[src/rtl/xup_mux_pkg.sv]
// Shared types and helpers for the scanning multiplexer.
// Holds the mode enum and an elaboration-time log2 for index widths.
package xup_mux_pkg;

    typedef enum logic [1:0] {
        StManual = 2'd0,
        StScan   = 2'd1,
        StStall  = 2'd2
    } state_e;

    function automatic int unsigned clog2(input int unsigned value);
        int unsigned result;
        result = 0;
        while ((32'd1 << result) < value) begin
            result++;
        end
        return result;
    endfunction

endpackage

[src/rtl/xup_rr_next.sv]
// Rotating-priority search: first set bit of mask at or after start, wrapping modulo N.
// found is low only when the mask is empty.
module xup_rr_next
    import xup_mux_pkg::*;
#(
    parameter int unsigned N = 4
) (
    input  logic [N-1:0]          mask,
    input  logic [clog2(N)-1:0]   start,
    output logic [clog2(N)-1:0]   next,
    output logic                  found
);

    localparam int unsigned SELW = clog2(N);

    // Modulo-N add that also works when N is not a power of two.
    function automatic logic [SELW-1:0] wrap(input logic [SELW-1:0] base,
                                             input int unsigned     off);
        int unsigned sum;
        sum = 32'(base) + off;
        if (sum >= N) begin
            sum = sum - N;
        end
        return SELW'(sum);
    endfunction

    logic [SELW-1:0] idx;

    always_comb begin
        next  = '0;
        found = 1'b0;
        idx   = '0;
        for (int unsigned i = 0; i < N; i++) begin
            idx = wrap(start, i);
            if (!found && mask[idx]) begin
                found = 1'b1;
                next  = idx;
            end
        end
    end

endmodule

[src/rtl/xup_scan_mux.sv]
// Registered N-to-1 multiplexer with manual channel select and round-robin auto-scan
// over the enabled channels, DWELL clocks per channel, stalling when no channel is enabled.
module xup_scan_mux
    import xup_mux_pkg::*;
#(
    parameter int unsigned N     = 4,
    parameter int unsigned WIDTH = 1,
    parameter int unsigned DWELL = 4,
    parameter int unsigned DELAY = 0
) (
    input  logic                  clk,
    input  logic                  reset,
    input  logic [N*WIDTH-1:0]    din,
    input  logic [clog2(N)-1:0]   sel,
    input  logic                  sel_load,
    input  logic                  scan_en,
    input  logic [N-1:0]          ch_mask,
    output logic [WIDTH-1:0]      y,
    output logic                  y_valid,
    output logic [clog2(N)-1:0]   cur_ch,
    output logic                  advance
);

    localparam int unsigned SELW = clog2(N);
    localparam int unsigned CNTW = clog2(DWELL) + 1;
    localparam logic [CNTW-1:0] DwellLast = CNTW'(DWELL - 1);

    // Output delay is a simulation nicety only; the RTL outputs are undelayed.
    if (DELAY != 0) begin : g_delay_unmodelled
    end

    state_e            state_q, state_d;
    logic [SELW-1:0]   cur_ch_q, cur_ch_d;
    logic [CNTW-1:0]   dwell_q, dwell_d;
    logic [WIDTH-1:0]  y_q, y_d;
    logic              y_valid_q, y_valid_d;
    logic              advance_q, advance_d;

    logic [SELW-1:0]   cur_ch_inc;
    logic [SELW-1:0]   rr_start;
    logic [SELW-1:0]   rr_next;
    logic              rr_found;
    logic              sel_ok;

    assign cur_ch_inc = (cur_ch_q == SELW'(N - 1)) ? '0 : cur_ch_q + SELW'(1);
    assign sel_ok     = (32'(sel) < N) && ch_mask[sel];

    // STALL exit may land on cur_ch itself; dwell expiry looks past it first.
    assign rr_start = (state_q == StStall) ? cur_ch_q : cur_ch_inc;

    xup_rr_next #(
        .N(N)
    ) u_rr_next (
        .mask  (ch_mask),
        .start (rr_start),
        .next  (rr_next),
        .found (rr_found)
    );

    always_comb begin
        y_valid_d = ch_mask[cur_ch_q];
        y_d       = ch_mask[cur_ch_q] ? din[32'(cur_ch_q) * WIDTH +: WIDTH] : '0;
    end

    always_comb begin
        state_d   = state_q;
        cur_ch_d  = cur_ch_q;
        dwell_d   = dwell_q;
        advance_d = 1'b0;
        unique case (state_q)
            StManual: begin
                if (scan_en) begin
                    state_d = StScan;
                    dwell_d = '0;
                end else if (sel_load && sel_ok) begin
                    cur_ch_d = sel;
                end
            end
            StScan: begin
                if (!scan_en) begin
                    state_d = StManual;
                    dwell_d = '0;
                end else if (ch_mask == '0) begin
                    state_d = StStall;
                    dwell_d = '0;
                end else if (!ch_mask[cur_ch_q] || (dwell_q == DwellLast)) begin
                    // Search wraps back to cur_ch, so a lone enabled channel re-dwells.
                    if (rr_found) begin
                        cur_ch_d = rr_next;
                    end
                    dwell_d   = '0;
                    advance_d = 1'b1;
                end else begin
                    dwell_d = dwell_q + CNTW'(1);
                end
            end
            StStall: begin
                if (!scan_en) begin
                    state_d = StManual;
                end else if (rr_found) begin
                    cur_ch_d = rr_next;
                    state_d  = StScan;
                    dwell_d  = '0;
                end
            end
            default: begin
                state_d = StManual;
                dwell_d = '0;
            end
        endcase
    end

    always_ff @(posedge clk or posedge reset) begin
        if (reset) begin
            state_q   <= StManual;
            cur_ch_q  <= '0;
            dwell_q   <= '0;
            y_q       <= '0;
            y_valid_q <= 1'b0;
            advance_q <= 1'b0;
        end else begin
            state_q   <= state_d;
            cur_ch_q  <= cur_ch_d;
            dwell_q   <= dwell_d;
            y_q       <= y_d;
            y_valid_q <= y_valid_d;
            advance_q <= advance_d;
        end
    end

    assign y       = y_q;
    assign y_valid = y_valid_q;
    assign cur_ch  = cur_ch_q;
    assign advance = advance_q;

endmodule

[config.mk]
export PLATFORM = sky130hd
export DESIGN_NAME = xup_scan_mux
export DESIGN_NICKNAME = d
export VERILOG_FILES = /design/src/rtl/xup_mux_pkg.sv /design/src/rtl/xup_rr_next.sv /design/src/rtl/xup_scan_mux.sv
export SDC_FILE = /design/constraint.sdc
export NUM_CORES = 1
export LEC_CHECK = 0
export CORE_MARGIN = 4
export CORE_UTILIZATION = 43
export DETAILED_ROUTE_END_ITERATION = 6
export GPL_TIMING_DRIVEN = 0
export PLACE_DENSITY = 0.77
export SLEW_MARGIN = 15
export SYNTH_ARGS = -nofsm -noshare
export SYNTH_HDL_FRONTEND = slang
export SYNTH_SLANG_ARGS = --single-unit
[constraint.sdc]
create_clock -name clk -period 2 [get_ports clk]
set_input_delay 0.2 -clock clk [delete_from_list [all_inputs] [get_ports clk]]
set_output_delay 0.2 -clock clk [all_outputs]
set_load 0.02 [all_outputs]
==> run metrics, run 1 <==
mux share of post-synthesis cell area=0.147; number of antenna-violating nets in the routed design=0; vias per std cell=5.31; run status=completed; ordered list of cells on the worst path=ha_4 > or3_4 > a211o_1 > a21oi_1 > o32ai_1 > mux2_2; row count=15; setup-violating endpoint count in the final report=0; wire length of the first global-routing pass=between 2000 and 3000 um; Sequential Power Share=0.263; Worst path slowest cell=sky130_fd_sc_hd__dfrtp_1; average cell area after synthesis=between 9 and 10 um^2; switching share of total power=0.389; total CTS buffers=3; area enclosed by the die boundary=~2600 um^2; Final Max Slew Viols=0; initial antenna violation count=0; largest net degree at the start of global routing=11; EDFF count, synth=0; total leakage power=about 0.48 nW; number of warnings reported in the yosys synthesis log=0; maximum fanout along the worst path=9; tightest hold margin=about 0.21 ns; buffers from clock root to sink, at most=2; height of the chip=about 51 um; Remaining DRCs=0; Layout Utilization=0.631; average routed wire per standard cell=about 13 um; fraction of layout instances using a drive strength above 1=0.190; overall via count from detail_route=between 600 and 700; number of diodes=0; synthesized netlist net count=104; first-pass iteration count of the detailed router=4; CTS sink cnt=10; Cell Count Post-Placement=about 130; share of flip-flops with an asynchronous set or reset after synthesis=1.00; initial core utilization=0.452; headroom to the max-slew limit=0.653; synthesized-area fraction occupied by xor and xnor cells=0; element type at the critical path start=flip-flop; post-synthesis register bit count=10; number of design-rule violations left by the first detailed-router iteration=22; Worst setup EP type=flip-flop; CTS Root Cell=sky130_fd_sc_hd__clkbuf_4; I/O pin count=19; htree depth=1; maximum cell stage delay along the critical path=roughly 0.45 ns; number of port buffers=18; CTS tree=yes; path type of the worst setup path=flip-flop to flip-flop; Max-cap violations=0; clock skew=a little over 0.006 ns; arrival time worst endpoint=2.11 ns; sequential-to-total area share from yosys stat=0.321; Post-Syn Area=approximately 780 um^2; final count of hold timing violations=0; HPWL Detailed=approximately 1300 um; clock period minus final worst setup slack=between 1.5 and 2 ns; Die Span X=50.6 um; Max IR drop VDD=0.000598 V; clock slew at the register clock pins of the worst setup and hold paths=~0.070 ns; area share of fa/ha/maj cells after synthesis=0.128; largest family of logic cells by synthesized area=simple AND/OR/NAND/NOR gates; number of different library cells in the post-synthesis netlist=30; net switching power=between 0.0005 and 0.0006 W; final std cells w/o fill=130; Post-Synth Simple-Gate Area=0.178; area grow syn2layout=39.6%; Clock Power Share=0.138; total number of nets in the final design=about 130; fmax=508 MHz; Worst Path Required=roughly 2.2 ns; RSZ-0062 raised after global routing=yes; GRT Resource Usage Total=0.136; Internal Pwr Total=slightly below 0.0008 W; class of the most critical hold timing path=input pin to async pin; area fraction in compound gates after synthesis=0.171; routability cong.=~0.80; share of the cycle needed by the critical path after routing=0.984; Sum Neg Setup Slack=0 ns; Total Wirelength=1630 um; Most used DFF post-synth=sky130_fd_sc_hd__dfrtp_1; power per cell area=1190 nW/um^2; worst-margin pin slew=0.516 ns; GRT Residual Overflow=0; number of instances in the synthesized netlist=about 80; via count of the first global-routing pass=between 600 and 700; clk_lat worst skew=roughly 0.26 ns; Comb power frac=0.599; CORE AREA=around 1700 um^2
-- repair_timing --
action	4_1_cts	5_1_grt
resized for setup	5	3
hold buffers	0	0
setup endpoints to repair	2	3
endpoints found under the hold margin	0	0
buffers inserted	1	1
pin swaps	0	1
cloned	0	0
-- cell families (layout without fill, tap and decap cells) --
kind of cell,after synthesis,in the layout
and+or+nand+nor,26,26
AOI/OAI and AO/OA,20,20
buffers and inverters,11,34
DFF,10,10
adders and majority gates,8,8
muxes,7,7
-- cell type report --
type | count | area [um^2]
Clock buffer | 4 | 36.3
Fill cell | 150 | 637
Inverter | 10 | 37.5
Multi-Input combinational cell | 61 | 536
Sequential cell | 10 | 251
Tap cell | 25 | 31.3
Timing Repair Buffer | 20 | 198
-- sequential cells by signal (all words and copies together) (netlist names) --
register and count:
y 1, dwell_q 3, cur_ch 2, state_q 2, y_valid 1, advance 1
-- per-layer routing --
layer  share of wire  track usage
met5               0            0
met4           0.018       0.0942
met3           0.043       0.0119
met1            0.46        0.163
met2            0.48        0.228
-- cell usage after synthesis (2+ instances only) --
cell type                   n  area [um^2]
sky130_fd_sc_hd__o21ai_0    7         35.0
sky130_fd_sc_hd__inv_1     10         37.5
sky130_fd_sc_hd__nor2_1     2         7.51
sky130_fd_sc_hd__nand3b_1   2         15.0
sky130_fd_sc_hd__ha_1       8          100
sky130_fd_sc_hd__a21oi_1    5         25.0
sky130_fd_sc_hd__or3_1      3         18.8
sky130_fd_sc_hd__and3_1     2         12.5
sky130_fd_sc_hd__mux2_2     3         33.8
sky130_fd_sc_hd__dfrtp_1   10          250
sky130_fd_sc_hd__nand2_1    9         33.8
sky130_fd_sc_hd__nand2b_1   2         12.5
sky130_fd_sc_hd__mux4_2     2         45.0
-- stage by stage --
stage                     total power (W)  setup slack [ns]  cell area [um^2]
after floorplan                  0.000798           0.00631               787
after global placement           0.000982            -0.238               998
after detailed placement          0.00101            -0.269               998
after CTS                         0.00128            0.0115              1070
after global routing              0.00138           -0.0292              1090
final                             0.00129            0.0316              1090
-- worst max-delay path: cells and delay by family, from the launching register on --
kind                       cells  cell delay [ns]
AOI/OAI and AO/OA              3             0.51
adders and majority gates      1             0.23
DFF                            1             0.45
muxes                          1             0.27
and+or+nand+nor                1             0.39
-- power by group through the flow --
stage	Clock, W	Combinational [W]	Sequential [W]
after floorplan	0	0.000414	0.000384
after global placement	0	0.000641	0.000341
after detailed placement	0	0.000662	0.000345
after CTS	0.000185	0.000754	0.000339
after global routing	0.000191	0.000839	0.000352
final	0.000178	0.000776	0.000340
-- final timing paths --
kind,from,endpoint,cells after the start,slack [ns]
worst max-delay path,state_q[1],cur_ch[1],6,0.03
worst min-delay path,reset,dwell_q[2],2,0.21
worst max register to register,state_q[1],cur_ch[1],6,0.03
worst min register to register,dwell_q[2],dwell_q[2],2,0.48
max in group asynchronous,reset,cur_ch[0],2,1.51
min in group clk,dwell_q[2],dwell_q[2],2,0.48
-- layout by cell type (no fill, tap or decap) --
master	synthesis	routed
sky130_fd_sc_hd__mux4_2	2	2
sky130_fd_sc_hd__inv_1	10	9
sky130_fd_sc_hd__and2_1	1	1
sky130_fd_sc_hd__nand2_2	1	1
sky130_fd_sc_hd__ha_4	0	1
sky130_fd_sc_hd__a21oi_1	5	5
sky130_fd_sc_hd__mux2i_4	0	1
sky130_fd_sc_hd__nand3_1	1	1
sky130_fd_sc_hd__o2111ai_1	1	1
sky130_fd_sc_hd__nor2b_1	1	1
sky130_fd_sc_hd__o31ai_1	1	1
sky130_fd_sc_hd__dfrtp_1	10	9
sky130_fd_sc_hd__nor2_1	2	2
sky130_fd_sc_hd__mux4_1	1	1
sky130_fd_sc_hd__mux2_2	3	3
sky130_fd_sc_hd__nor4_2	0	1
sky130_fd_sc_hd__o2bb2ai_1	1	1
sky130_fd_sc_hd__clkdlybuf4s50_1	0	17
sky130_fd_sc_hd__inv_2	0	1
sky130_fd_sc_hd__a221oi_4	0	1
sky130_fd_sc_hd__nand2b_2	1	1
sky130_fd_sc_hd__clkbuf_8	0	1
sky130_fd_sc_hd__nand3b_1	2	2
sky130_fd_sc_hd__o21ai_0	7	7
sky130_fd_sc_hd__clkbuf_4	0	3
sky130_fd_sc_hd__nand2_1	9	9
sky130_fd_sc_hd__ha_1	8	7
sky130_fd_sc_hd__a41o_1	1	1
sky130_fd_sc_hd__a211o_1	1	1
sky130_fd_sc_hd__o22ai_1	1	1
sky130_fd_sc_hd__nand2b_1	2	2
sky130_fd_sc_hd__or3_4	0	1
sky130_fd_sc_hd__or3_1	3	2
sky130_fd_sc_hd__dlymetal6s2s_1	0	1
sky130_fd_sc_hd__o32ai_1	1	1
sky130_fd_sc_hd__and3_1	2	2
sky130_fd_sc_hd__buf_4	0	2
sky130_fd_sc_hd__dfrtp_2	0	1
(Power assumes the default switching activity.)
==> run 2, diff against run 1 <==
--- a/config.mk
+++ b/config.mk
@@ -8,6 +8,7 @@
 export CORE_MARGIN = 4
 export CORE_UTILIZATION = 43
 export DETAILED_ROUTE_END_ITERATION = 6
+export GPL_ROUTABILITY_DRIVEN = 0
 export GPL_TIMING_DRIVEN = 0
 export PLACE_DENSITY = 0.77
 export SLEW_MARGIN = 15
==> results of run 2 <==
Final layout, timing and power as in run 1 (identical DEF).
